--- src/rtl/seg7_sequence_monitor.sv ---
// Seven-segment receive monitor: synchronises the segment bus, waits for a
// pattern to stay stable, decodes it to a digit and checks that accepted
// digits count up by one, wrapping after SEQ_MAX.
//
// state | meaning
// ------+-----------------------------------------------
// WAIT  | candidate pattern seen, counting stable clocks
// LOCK  | candidate accepted, idle until the bus changes
module seg7_sequence_monitor #(
   parameter int STABLE_CYCLES = 16,
   parameter int SEQ_MAX       = 7
) (
   input  logic       i_clk,
   input  logic       i_rst_n,
   input  logic       i_ena,
   input  logic [6:0] i_seg_in,
   input  logic       i_clear_err,
   output logic [3:0] o_digit,
   output logic       o_digit_valid,
   output logic       o_blank,
   output logic       o_invalid,
   output logic       o_seq_err,
   output logic [7:0] o_change_count
);

   typedef enum logic {WAIT, LOCK} state_t;

   localparam logic [7:0] STAB_LAST = 8'(STABLE_CYCLES - 1);
   localparam logic [3:0] SEQ_LAST  = 4'(SEQ_MAX);

   logic [6:0] r_sync1;
   logic [6:0] r_sync2;
   logic [6:0] r_cand;
   logic [7:0] r_stab_cnt;
   state_t     r_state;
   logic [6:0] r_last_pattern;
   logic       r_acc_valid;
   logic       r_have_prev;
   logic [3:0] r_prev;
   logic [3:0] r_digit;
   logic       r_digit_valid;
   logic       r_blank;
   logic       r_invalid;
   logic       r_seq_err;
   logic [7:0] r_change_count;

   logic [3:0] w_dec_digit;
   logic       w_dec_legal;
   logic       w_dec_blank;
   logic [3:0] w_expected;

   // Decode the candidate pattern {g,f,e,d,c,b,a} into a digit or blank.
   always_comb begin
      w_dec_digit = 4'd0;
      w_dec_legal = 1'b1;
      w_dec_blank = 1'b0;
      case (r_cand)
         7'b0111111: w_dec_digit = 4'd0;
         7'b0000110: w_dec_digit = 4'd1;
         7'b1011011: w_dec_digit = 4'd2;
         7'b1001111: w_dec_digit = 4'd3;
         7'b1100110: w_dec_digit = 4'd4;
         7'b1101101: w_dec_digit = 4'd5;
         7'b1111101: w_dec_digit = 4'd6;
         7'b0000111: w_dec_digit = 4'd7;
         7'b1111111: w_dec_digit = 4'd8;
         7'b1101111: w_dec_digit = 4'd9;
         7'b0000000: begin
            w_dec_legal = 1'b0;
            w_dec_blank = 1'b1;
         end
         default:    w_dec_legal = 1'b0;
      endcase
   end

   // Digit that must follow the previously accepted one.
   always_comb begin
      w_expected = (r_prev == SEQ_LAST) ? 4'd0 : r_prev + 4'd1;
   end

   // Synchroniser, stability FSM, acceptance and sequence checking.
   always_ff @(posedge i_clk) begin
      if (!i_rst_n) begin
         r_sync1        <= '0;
         r_sync2        <= '0;
         r_cand         <= '0;
         r_stab_cnt     <= '0;
         r_state        <= WAIT;
         r_last_pattern <= '0;
         r_acc_valid    <= 1'b0;
         r_have_prev    <= 1'b0;
         r_prev         <= '0;
         r_digit        <= '0;
         r_digit_valid  <= 1'b0;
         r_blank        <= 1'b0;
         r_invalid      <= 1'b0;
         r_seq_err      <= 1'b0;
         r_change_count <= '0;
      end else begin
         r_sync1       <= i_seg_in;
         r_sync2       <= r_sync1;
         r_digit_valid <= 1'b0;
         // Clear first so a same-edge error set below takes priority.
         if (i_clear_err) r_seq_err <= 1'b0;
         if (i_ena) begin
            if (r_sync2 != r_cand) begin
               r_cand     <= r_sync2;
               r_stab_cnt <= '0;
               r_state    <= WAIT;
            end else if (r_state == WAIT) begin
               if (r_stab_cnt != STAB_LAST) begin
                  r_stab_cnt <= r_stab_cnt + 8'd1;
               end else begin
                  r_state <= LOCK;
                  // A glitch that settles back on the old pattern is ignored.
                  if (!(r_acc_valid && (r_cand == r_last_pattern))) begin
                     r_last_pattern <= r_cand;
                     r_acc_valid    <= 1'b1;
                     if (w_dec_legal) begin
                        r_digit        <= w_dec_digit;
                        r_digit_valid  <= 1'b1;
                        r_blank        <= 1'b0;
                        r_invalid      <= 1'b0;
                        r_change_count <= r_change_count + 8'd1;
                        if (r_have_prev && (w_dec_digit != w_expected))
                           r_seq_err <= 1'b1;
                        r_prev      <= w_dec_digit;
                        r_have_prev <= 1'b1;
                     end else begin
                        r_blank     <= w_dec_blank;
                        r_invalid   <= ~w_dec_blank;
                        r_have_prev <= 1'b0;
                     end
                  end
               end
            end
         end
      end
   end

   assign o_digit        = r_digit;
   assign o_digit_valid  = r_digit_valid;
   assign o_blank        = r_blank;
   assign o_invalid      = r_invalid;
   assign o_seq_err      = r_seq_err;
   assign o_change_count = r_change_count;

endmodule

--- config.mk ---
export PLATFORM = sky130hd
export DESIGN_NAME = seg7_sequence_monitor
export DESIGN_NICKNAME = d
export VERILOG_FILES = /design/src/rtl/seg7_sequence_monitor.sv
export SDC_FILE = /design/constraint.sdc
export NUM_CORES = 1
export LEC_CHECK = 0
export BUFFER_PORTS_ARGS = -buffer_cell sky130_fd_sc_hd__buf_2
export CORE_ASPECT_RATIO = 1.75
export CORE_MARGIN = 2
export CORE_UTILIZATION = 45
export CTS_CLUSTER_SIZE = 12
export DETAILED_ROUTE_END_ITERATION = 10
export GPL_TIMING_DRIVEN = 0
export PLACE_DENSITY = 0.66
export SLEW_MARGIN = 20
export SYNTH_ARGS = -nofsm -noshare
export SYNTH_HDL_FRONTEND = slang
export SYNTH_SLANG_ARGS = --single-unit
--- constraint.sdc ---
create_clock -name i_clk -period 3.05 [get_ports i_clk]
set_input_delay 0.7625 -clock i_clk [delete_from_list [all_inputs] [get_ports i_clk]]
set_output_delay 0.7625 -clock i_clk [all_outputs]
set_load 0.005 [all_outputs]
==> results of run 1 <==
[stage by stage]
step	worst slack [ns]	total power (W)	cell area, um^2
after floorplan	0.813	0.000823	2810
after global placement	0.430	0.000849	3040
after detailed placement	0.404	0.000850	3040
after CTS	0.648	0.00135	3150
after global routing	0.446	0.00138	3150
final	0.651	0.00133	3150
[synth_stat cells, types with 4 or more instances]
| cell | number |
|---|---|
| o311ai_1 | 5 |
| buf_2 | 7 |
| nand3b_1 | 4 |
| and2_1 | 15 |
| mux2i_1 | 17 |
| nor2_1 | 18 |
| xor2_1 | 10 |
| nand4_1 | 9 |
| and3_1 | 8 |
| dfxtp_1 | 55 |
| o21ai_1 | 4 |
| clkbuf_1 | 13 |
| nand2b_1 | 9 |
| o21ai_0 | 10 |
| and4_1 | 5 |
| nand2_1 | 18 |
| nand3_1 | 17 |
| xnor2_1 | 13 |
| a21oi_1 | 15 |
| a2111oi_2 | 5 |
[layout make-up]
type | instances | share of cell area [%]
Buffer | 23 | 3.61
Clock buffer | 6 | 2.62
Clock inverter | 2 | 1.11
Inverter | 3 | 0.357
Multi-Input combinational cell | 223 | 50.3
Sequential cell | 55 | 34.9
Tap cell | 80 | 3.17
Timing Repair Buffer | 25 | 3.97
[logic make-up (layout without fill, tap and decap cells)]
group,Yosys count,in the layout
fa+ha+maj,3,3
mux,17,17
compound gates,59,59
buf+inv,26,59
xor+xnor,23,23
flops,55,55
simple gates,121,121
[path summary, 6_finish.rpt]
| path | to | slack, ns | cells past startpoint | startpoint |
|---|---|---|---|---|
| worst max-delay path | o_invalid | 0.65 | 7 | r_cand[2] |
| worst min-delay path | r_sync2[3] | 0.43 | 1 | r_sync1[3] |
| worst max register to register | o_invalid | 0.65 | 7 | r_cand[2] |
| worst min register to register | r_sync2[3] | 0.43 | 1 | r_sync1[3] |
[placed cells by master, fill, tap and decap left out, types with 4 or more instances in the layout]
master,n
dfxtp_1,55
buf_2,32
nor2_1,18
nand2_1,18
nand3_1,17
mux2i_1,17
a21oi_1,15
and2_1,15
clkbuf_1,13
xnor2_1,13
xor2_1,10
o21ai_0,10
nand4_1,9
nand2b_1,9
and3_1,8
clkbuf_8,6
and4_1,5
a2111oi_2,5
o311ai_1,5
nand3b_1,4
o21ai_1,4
[per-layer routing]
metal  share of wire (%)  routed length, um  GRT usage, %  up-vias
li1                    -                  -             -     1172
met2                  56               3520          38.0       41
met5                   0                  0             0        -
met3                 2.7                168          3.64        9
met1                  39               2470          19.5     1130
met4                 2.2                139          8.39        0
[sequential cells by signal, summed over array words and instances, names as in the netlist]
signal	count
o_change_count	8
r_stab_cnt	8
r_cand	7
r_last_pattern	7
r_sync1	7
r_sync2	7
o_digit	4
o_blank	1
o_digit_valid	1
o_invalid	1
o_seq_err	1
r_acc_valid	1
r_have_prev	1
r_state	1
[power breakdown]
part           switching, W  internal (W)
clock              0.000233      0.000266
combinational     0.0000591     0.0000352
sequential       0.00000890      0.000730
total              0.000301       0.00103
==> metrics.md, run 1 <==
| Metric | Value |
|---|---|
| Post-CTS repair timing setup buffer count | `0` |
| Total number of vias | `2,352` |
| Overflow left after global routing | `0` |
| Clock sink total | `55` |
| Max IR drop VDD | `314 uV` |
| CTS H-Tree Depth | `2` |
| Multiplexer area fraction after synthesis | `6.05%` |
| Worst EP arrival | `2.57 ns` |
| First-pass GRT wire length | `10,600 um` |
| Transition at the pin with the smallest max-transition slack | `0.653 ns` |
| Via count of the first global-routing pass | `2,274` |
| # nets final | `350` |
| Final hold violation count | `0` |
| Maximum single-stage delay on the critical path | `0.43 ns` |
| Final worst clock skew | `0.00809 ns` |
| Critical path peak fanout | `10` |
| Clock-pin slew of the registers on the worst-case setup and hold paths | `0.10 ns` |
| Overall die area | `0.00692 mm^2` |
| Flip-flop and latch count after synthesis | `55` |
| Total half-perimeter wirelength after legalization and detailed placement | `4820 um` |
| Per-instance average area after synthesis | `9.25 um^2` |
| Worst Hold Margin | `0.431 ns` |
| Effective utilization at floorplan | `45.8%` |
| Remaining DRCs | `0` |
| CTS max path bufs | `2` |
| Post-route insts no fill | `417` |
| Number of iterations in the first detailed-routing pass | `4` |
| Complex-gate fraction of the synthesized area | `16.9%` |
| Post-synthesis sequential area ratio | `39.2%` |
| Post-Synthesis Net Count | `318` |
| Area of the multi-input gates | `0.00159 mm^2` |
| Crit share post-route | `78.6%` |
| Final critical path time including I/O delays and setup | `2.40 ns` |
| Vias per Instance | `5.64` |
| Kind of end point of the critical path | `register` |
| Adder and majority gate portion of the synthesized area | `1.34%` |
| Core region area | `0.00613 mm^2` |
| Die Height | `109 um` |
| Root Buffer Master | `clkbuf_8` |
| Initial DRC Count | `102` |
| Type of the tightest min-delay check | `register to register` |
| Row cnt | `38` |
| Count of boundary I/O pins | `27` |
| Antenna Violating Nets Remaining | `0` |
| Layout overhead on the synthesized area | `12.2%` |
| Combinational family with the most area after synthesis | `simple AND/OR/NAND/NOR gates` |
| Static Leak | `1.19 nW` |
| Register area | `0.00110 mm^2` |
| Combined buffer and inverter count along the critical path | `2` |
| CP startpoint kind | `register` |
| Worst Path Required | `3.22 ns` |
| Count of unique library cells instantiated by Yosys | `53` |
| Total global-route track usage | `19.4%` |
| Chip width | `63.8 um` |
| Diodes inserted | `0` |
| Fill cell count | `589` |
| Worst-path cell with the longest stage delay | `clkbuf_1` |
| Number of cells produced by synthesis | `304` |
| Setup Total Neg Slack | `0 ns` |
| Post-synth top area cell | `dfxtp_1` |
| Number of slew-limit violations in the final report | `0` |
| Class of the most critical setup path | `register to register` |
| Routed length per placed instance | `15.1 um` |
| Yosys warns | `0` |
| Setup-violating endpoint count in the final report | `0` |
| Power per Cell Area | `422 mW/mm^2` |
| Insertion delay to the later sink of the worst-skew pair | `0.31 ns` |
| Clock buffer count from CTS | `5` |
| Critical Path, Cell by Cell | `clkbuf_1, xnor2_1, nand4_1, nor2_4, buf_2, nor2_1, a2111oi_0` |
| Ratio of cells with drive above 1 in the final layout | `17.2%` |
| Synthesized cell area | `0.00281 mm^2` |
| Max-cap violation count | `0` |
| Pin count of the biggest net entering global routing | `17` |
| Synth top area cells | `dfxtp_1, mux2i_1, xnor2_1` |
| Sum of routed wire length over all layers | `6300 um` |
| Share of the synthesized netlist area taken by xor and xnor gates | `7.17%` |
| Relative slew slack | `56.5%` |
| Synthesized-area fraction occupied by and/or/nand/nor cells | `25.0%` |
| Number of I/O port buffers | `25` |
| Achievable frequency | `417 MHz` |
| Share of the synthesized area in the top cell type | `39.2%` |
| Largest delay contributor family on the critical path | `buffers and inverters` |
| Primary flip-flop cell chosen by synthesis mapping | `dfxtp_1` |
| GP Congestion | `0.822` |
| DP Cell Count | `409` |
| Hold_buf cts | `0` |
| Proportion of synthesized flip-flops having asynchronous set or reset | `0%` |
| Number of antenna violations at the first check in global routing | `0` |
| CTS tree | `done` |
| Unrepaired setup endpoints after global routing | `false` |
| Number of enable-type register cells in the synthesized netlist | `0` |
| Resize count post-CTS | `0` |
| Result of the run | `finished, final reports clean` |
| Core utilization of the finished layout | `51.4%` |
No activity file was read; power rests on OpenSTA's default activity.
==> inputs of run 2 (changes only) <==
--- a/config.mk
+++ b/config.mk
@@ -5,6 +5,7 @@
 export SDC_FILE = /design/constraint.sdc
 export NUM_CORES = 1
 export LEC_CHECK = 0
+export ABC_AREA = 1
 export BUFFER_PORTS_ARGS = -buffer_cell sky130_fd_sc_hd__buf_2
 export CORE_ASPECT_RATIO = 1.75
 export CORE_MARGIN = 2
@@ -12,7 +13,7 @@
 export CTS_CLUSTER_SIZE = 12
 export DETAILED_ROUTE_END_ITERATION = 10
 export GPL_TIMING_DRIVEN = 0
-export PLACE_DENSITY = 0.66
+export PLACE_DENSITY = 0.69
 export SLEW_MARGIN = 20
 export SYNTH_ARGS = -nofsm -noshare
 export SYNTH_HDL_FRONTEND = slang
==> constraint.sdc (replaced) <==
create_clock -name i_clk -period 2.1 [get_ports i_clk]
set_input_delay 0.525 -clock i_clk [delete_from_list [all_inputs] [get_ports i_clk]]
set_output_delay 0.525 -clock i_clk [all_outputs]
set_load 0.005 [all_outputs]
==> run 2 against run 1 <==
Against the previous run: final cell count increased by 24%; clock power up 46%; setup slack lost 0.37 ns; die area rose by 1.5%; non-clock buffer count decreased by 10; area after synthesis grew 1.6%; critical path depth is 1 higher; maximum frequency up 32%; critical path type unchanged; largest cell class unchanged.
==> metrics.md, run 2 <==
| Metric | Value |
|---|---|
| Result of the run | `finished, final reports clean` |
| Primary flip-flop cell chosen by synthesis mapping | `dfxtp_1` |
| Total half-perimeter wirelength after legalization and detailed placement | `4780 um` |
| First-pass GRT wire length | `10,300 um` |
| Transition at the pin with the smallest max-transition slack | `0.601 ns` |
| Number of slew-limit violations in the final report | `0` |
| Flip-flop and latch count after synthesis | `55` |
| Worst Path Required | `2.37 ns` |
| Number of I/O port buffers | `26` |
| Worst Hold Margin | `0.384 ns` |
| Die Height | `109 um` |
| Synthesized cell area | `0.00286 mm^2` |
| Number of antenna violations at the first check in global routing | `0` |
| Overflow left after global routing | `0` |
| Kind of end point of the critical path | `register` |
| Share of the synthesized area in the top cell type | `38.5%` |
| Final hold violation count | `0` |
| Layout overhead on the synthesized area | `12.2%` |
| Yosys warns | `0` |
| Post-synthesis sequential area ratio | `38.5%` |
| Sum of routed wire length over all layers | `6160 um` |
| Setup Total Neg Slack | `0 ns` |
| Final worst clock skew | `0.0101 ns` |
| DP Worst Slack | `0.291 ns` |
| Diodes inserted | `0` |
| # nets final | `451` |
| Overall power of the completed layout | `0.00211 W` |
| Max-cap violation count | `0` |
| Setup-violating endpoint count in the final report | `0` |
| CTS tree | `done` |
| Worst EP arrival | `2.08 ns` |
| CTS H-Tree Depth | `2` |
| Insertion delay to the later sink of the worst-skew pair | `0.32 ns` |
| Number of enable-type register cells in the synthesized netlist | `0` |
| Busiest metal layer after global routing | `met2` |
| Hold_buf cts | `0` |
| Class of the most critical setup path | `register to register` |
| GP Congestion | `0.826` |
| Power per Cell Area | `658 mW/mm^2` |
| Post-Synthesis Net Count | `418` |
| CTS max path bufs | `2` |
| Max IR drop VDD | `629 uV` |
| Static Leak | `1.52 nW` |
| Remaining DRCs | `0` |
| Type of the tightest min-delay check | `input port to register` |
| Total number of vias | `2,519` |
| Initial DRC Count | `88` |
| Overall die area | `0.00703 mm^2` |
| Clock buffer count from CTS | `5` |
| Most frequent standard cell in the layout excluding fill and tap cells | `nand2_1` |
| Critical path peak fanout | `10` |
| Post-route insts no fill | `518` |
| Root Buffer Master | `clkbuf_8` |
| Commonest cells after routing, fill and taps aside | `nand2_1, dfxtp_1, inv_1, nor2_1, a21oi_1` |
| Achievable frequency | `550 MHz` |
| Effective utilization at floorplan | `46.2%` |
| Met3 Track Usage GR | `3.28%` |
| Pin count of the biggest net entering global routing | `17` |
| Antenna Violating Nets Remaining | `0` |
| DP Cell Count | `510` |
| Final critical path time including I/O delays and setup | `1.82 ns` |
| Routed length per placed instance | `11.9 um` |
| Clock-pin slew of the registers on the worst-case setup and hold paths | `0.10 ns` |
| Chip width | `64.2 um` |
| Total global-route track usage | `19.0%` |
| Clock sink total | `55` |
| Count of unique library cells instantiated by Yosys | `30` |
| Core region area | `0.00618 mm^2` |
| Global routing usage on met2 | `36.0%` |
| Row cnt | `38` |
| Number of iterations in the first detailed-routing pass | `6` |
| Setup slack after layout | `0.282 ns` |
| Post-CTS repair timing setup buffer count | `0` |
| Top cell types by occurrence after synthesis | `nand2_1, dfxtp_1, inv_1` |
| Count of boundary I/O pins | `27` |
| CP startpoint kind | `register` |
| Via count of the first global-routing pass | `2,396` |
| Unrepaired setup endpoints after global routing | `false` |
| Ratio of cells with drive above 1 in the final layout | `18.0%` |
| Proportion of synthesized flip-flops having asynchronous set or reset | `0%` |
| Relative slew slack | `59.9%` |
| Post-synth top area cell | `dfxtp_1` |
| Top-count cell post-synth | `nand2_1` |
| Synth top area cells | `dfxtp_1, nand2_1, inv_1` |
| Resize count post-CTS | `0` |
| Minimum setup slack among reg-to-reg paths | `0.28 ns` |
| Crit share post-route | `86.6%` |
| Global-route met1 utilization | `19.0%` |
| Per-instance average area after synthesis | `7.07 um^2` |
| Vias per Instance | `4.86` |
| Number of cells produced by synthesis | `404` |
==> run 2: changes by cell type in the layout (fill, tap and decap cells not counted), sizes merged, moves of 8 or more <==
cell,before,now
and2,15,0
a21oi,16,31
mux2i,17,0
clkbuf,19,10
and3,8,0
nand2b,9,0
o21ai,14,24
nand3,17,25
nor2,20,47
nand2,18,112
inv,3,60
==> run 2: through the flow <==
step                      instance area [um^2]  utilization, %
after global placement                    3090            49.9
after floorplan                           2860               -
after global routing                      3200            51.8
after CTS                                 3200            51.8
after detailed placement                  3090            49.9
final                                     3200            51.8
==> run 2: metal layers <==
layer	up-vias	share of wire (%)	routed length, um
met5	-	0	0
met4	0	3.2	200
met3	13	1.9	117
met2	33	55	3360
met1	1148	40	2480
li1	1325	-	-
==> run 2: cell families (layout without fill, tap and decap cells) <==
group                    after synthesis  count (layout)  synth area share (%)
adder cells (fa/ha/maj)                3               3                  1.31
AO/OA/AOI/OAI                         57              57                  10.9
AND/OR/NAND/NOR                      198             198                  33.1
flip-flops                            55              55                  38.5
buffers and inverters                 73             107                  10.6
XOR/XNOR                              18              18                  5.52
==> run 2: final timing paths <==
check           startpoint    endpoint  depth (start not counted)
min reg2reg     r_sync1[4]  r_sync2[4]                          2
max          r_stab_cnt[0]  o_digit[2]                          8
max reg2reg  r_stab_cnt[0]  o_digit[2]                          8
min            i_seg_in[6]  r_sync1[6]                          3
==> run 2: final cells by class <==
class | count | area [um^2]
fill | 617 | 2980
multi-input combinational | 276 | 1450
sequential | 55 | 1100
inverter | 61 | 230
timing repair buffer | 26 | 130
tap | 80 | 100
clock buffer | 6 | 82.6
buffer | 12 | 73.8
clock inverter | 2 | 35.0
==> run 2: power by group <==
group          internal, W  leakage, nW  total (W)  switching [W]
logic            0.0000924         1.01   0.000280       0.000188
clock network     0.000386       0.0612   0.000731       0.000344
registers          0.00107        0.448    0.00110      0.0000248
==> run 2: worst max-delay path, stage by stage, from the launching register on <==
cell and delay (ns):
dfxtp_1 0.37, ha_1 0.21, nand3_1 0.14, nor3_1 0.29, nand3_2 0.15, nor2_4 0.15
buf_2 0.24, nand3_1 0.13, o21ai_2 0.08
==> inputs of run 3 (changes only) <==
--- a/config.mk
+++ b/config.mk
@@ -7,13 +7,15 @@
 export LEC_CHECK = 0
 export ABC_AREA = 1
 export BUFFER_PORTS_ARGS = -buffer_cell sky130_fd_sc_hd__buf_2
+export CELL_PAD_IN_SITES_DETAIL_PLACEMENT = 2
+export CELL_PAD_IN_SITES_GLOBAL_PLACEMENT = 2
 export CORE_ASPECT_RATIO = 1.75
 export CORE_MARGIN = 2
-export CORE_UTILIZATION = 45
+export CORE_UTILIZATION = 30
 export CTS_CLUSTER_SIZE = 12
 export DETAILED_ROUTE_END_ITERATION = 10
 export GPL_TIMING_DRIVEN = 0
-export PLACE_DENSITY = 0.69
+export PLACE_DENSITY = 0.78
 export SLEW_MARGIN = 20
 export SYNTH_ARGS = -nofsm -noshare
 export SYNTH_HDL_FRONTEND = slang
==> constraint.sdc (replaced) <==
create_clock -name i_clk -period 2.1 [get_ports i_clk]
set_input_delay 0.525 -clock i_clk [delete_from_list [all_inputs] [get_ports i_clk]]
set_output_delay 0.525 -clock i_clk [all_outputs]
set_load 0.1 [all_outputs]
==> run 3 against run 2 <==
Against the previous run: hold slack gained 0.028 ns; power is 17% higher; design area rose by 3.9%; final cell count up 8.1%; via count is 6.6% higher; non-clock buffer count unchanged; combinational power up 7%; clock skew decreased by 0.0023 ns; die area is 47% higher; sequential share of layout area fell by 1.3 points; wire length rose by 38%; setup slack got worse by 0.073 ns; critical endpoint unchanged; highest routed layer unchanged.
==> metrics.md, run 3 (same netlist as run 2, synthesis figures left out) <==
| Metric | Value |
|---|---|
| Insertion delay to the later sink of the worst-skew pair | `0.30 ns` |
| Number of I/O port buffers | `26` |
| CTS tree | `done` |
| Achievable frequency | `529 MHz` |
| Total number of vias | `2,684` |
| Chip width | `77.8 um` |
| Final hold violation count | `0` |
| Result of the run | `finished, final reports clean` |
| CTS max path bufs | `2` |
| Vias per Instance | `4.79` |
| CTS H-Tree Depth | `2` |
| Crit share post-route | `90.1%` |
| Minimum setup slack among reg-to-reg paths | `0.21 ns` |
| Most frequent standard cell in the layout excluding fill and tap cells | `nand2_1` |
| Global routing usage on met2 | `37.4%` |
| Via count of the first global-routing pass | `3,014` |
| Unrepaired setup endpoints after global routing | `false` |
| Global-route met1 utilization | `17.7%` |
| Commonest cells after routing, fill and taps aside | `nand2_1, dfxtp_1, inv_1, nor2_1, a21oi_1` |
| Power per Cell Area | `741 mW/mm^2` |
| Kind of end point of the critical path | `register` |
| Die Height | `133 um` |
| GP Congestion | `0.810` |
| Final worst clock skew | `0.00781 ns` |
| Setup Total Neg Slack | `0 ns` |
| Sum of routed wire length over all layers | `8520 um` |
| Total global-route track usage | `18.0%` |
| Relative contribution of combinational cells to total power | `12.1%` |
| Count of boundary I/O pins | `27` |
| Met3 Track Usage GR | `2.25%` |
| Number of slew-limit violations in the final report | `0` |
| Diodes inserted | `0` |
| Int Power | `0.00185 W` |
| Core utilization of the finished layout | `35.6%` |
| Critical path peak fanout | `10` |
| Max-cap violation count | `0` |
| Effective utilization at floorplan | `30.5%` |
| First-pass GRT wire length | `14,700 um` |
| Critical Path Most Common Cell | `nand3_1` |
| # nets final | `451` |
| Worst Path Required | `2.34 ns` |
| Remaining DRCs | `0` |
| Busiest metal layer after global routing | `met2` |
| Post-CTS repair timing setup buffer count | `0` |
| Core region area | `0.00935 mm^2` |
| Hold_buf cts | `0` |
| Ratio of cells with drive above 1 in the final layout | `17.8%` |
| Type of the tightest min-delay check | `input port to register` |
| Fill cell count | `1,134` |
| Worst-path cell with the longest stage delay | `dfxtp_1` |
| Row cnt | `47` |
| Routed length per placed instance | `15.2 um` |
| Setup-violating endpoint count in the final report | `0` |
| Worst Hold Margin | `0.412 ns` |
| Share of total power consumed by net switching | `25.0%` |
| Critical Path, Cell by Cell | `ha_1, nand3_1, nor3_1, nand3_2, nor2_4, buf_2, nand3_1, o21ai_2` |
| Overall die area | `0.0103 mm^2` |
| Root Buffer Master | `clkbuf_16` |
| Clock sink total | `55` |
| Total half-perimeter wirelength after legalization and detailed placement | `6870 um` |
| Maximum single-stage delay on the critical path | `0.39 ns` |
| Power share of the sequential group | `44.6%` |
| Antenna Violating Nets Remaining | `0` |
| Number of antenna violations at the first check in global routing | `0` |
| Portion of total power attributed to the clock network | `43.3%` |
| Resize count post-CTS | `0` |
| Initial DRC Count | `56` |
| Class of the most critical setup path | `register to register` |
| Static Leak | `1.55 nW` |
| Layout overhead on the synthesized area | `16.5%` |
| Worst EP arrival | `2.13 ns` |
| Clock-pin slew of the registers on the worst-case setup and hold paths | `0.07 ns` |
| Clock buffer count from CTS | `5` |
| Power spent charging and discharging nets | `0.000617 W` |
| CP startpoint kind | `register` |
| Pin count of the biggest net entering global routing | `17` |
| Relative slew slack | `58.5%` |
| Max IR drop VDD | `1160 uV` |
| Number of iterations in the first detailed-routing pass | `2` |
| Final critical path time including I/O delays and setup | `1.89 ns` |
| Overflow left after global routing | `0` |
| Transition at the pin with the smallest max-transition slack | `0.622 ns` |
## run 3: cell count changes in the layout (fill, tap and decap cells not counted), sizes merged
cell,previous run,this run
clkinv,2,1
bufinv,1,2
## run 3: path summary, 6_finish.rpt
check                     start    endpoint  cells after the start
setup / recovery  r_stab_cnt[0]  o_digit[2]                      8
hold / removal      i_seg_in[6]  r_sync1[6]                      3
setup reg to reg  r_stab_cnt[0]  o_digit[2]                      8
hold reg to reg      r_sync1[3]  r_sync2[3]                      2
## run 3: layout make-up
| type | count | area [um^2] | share of cell area [%] |
|---|---|---|---|
| timing repair buffer | 26 | 130 | 3.91 |
| sequential | 55 | 1100 | 33.1 |
| clock inverter | 2 | 60.1 | 1.80 |
| inverter | 61 | 230 | 6.92 |
| clock buffer | 6 | 129 | 3.87 |
| multi-input combinational | 276 | 1450 | 43.6 |
| tap | 122 | 153 | 4.59 |
| buffer | 12 | 73.8 | 2.22 |
## run 3: power groups by stage
stage	clock [W]	sequential, W	combinational, W
5_1_grt	0.00114	0.00110	0.000343
3_5_place_dp	0	0.00112	0.000303
2_1_floorplan	0	0.00111	0.000220
6_report	0.00107	0.00110	0.000299
4_1_cts	0.00110	0.00110	0.000306
3_3_place_gp	0	0.00112	0.000290
## run 3: routing by layer
layer	vias to the layer above	routed length, um	share of wire [%]
li1	1331	-	-
met1	1337	3040	36
met2	9	5260	62
met3	7	102	1.2
met4	0	112	1.3
met5	-	0	0
## run 3: critical path: cells and delay by family, from the launching register on
kind / cells / cell delay, ns
adders and majority gates: 1 / 0.22
and+or+nand+nor: 5 / 0.88
buffers and inverters: 1 / 0.27
DFF: 1 / 0.39
AOI/OAI and AO/OA: 1 / 0.08
## run 3: per-stage QoR
step / total power (W) / cell area (um^2) / std cells / setup slack [ns]
floorplan: 0.00134 / 2860 / 404 / 0.0635
global placement: 0.00141 / 3140 / 552 / 0.280
detailed placement: 0.00143 / 3140 / 552 / 0.199
CTS: 0.00250 / 3330 / 560 / 0.166
global route: 0.00258 / 3330 / 560 / 0.00208
finish: 0.00247 / 3330 / 560 / 0.209
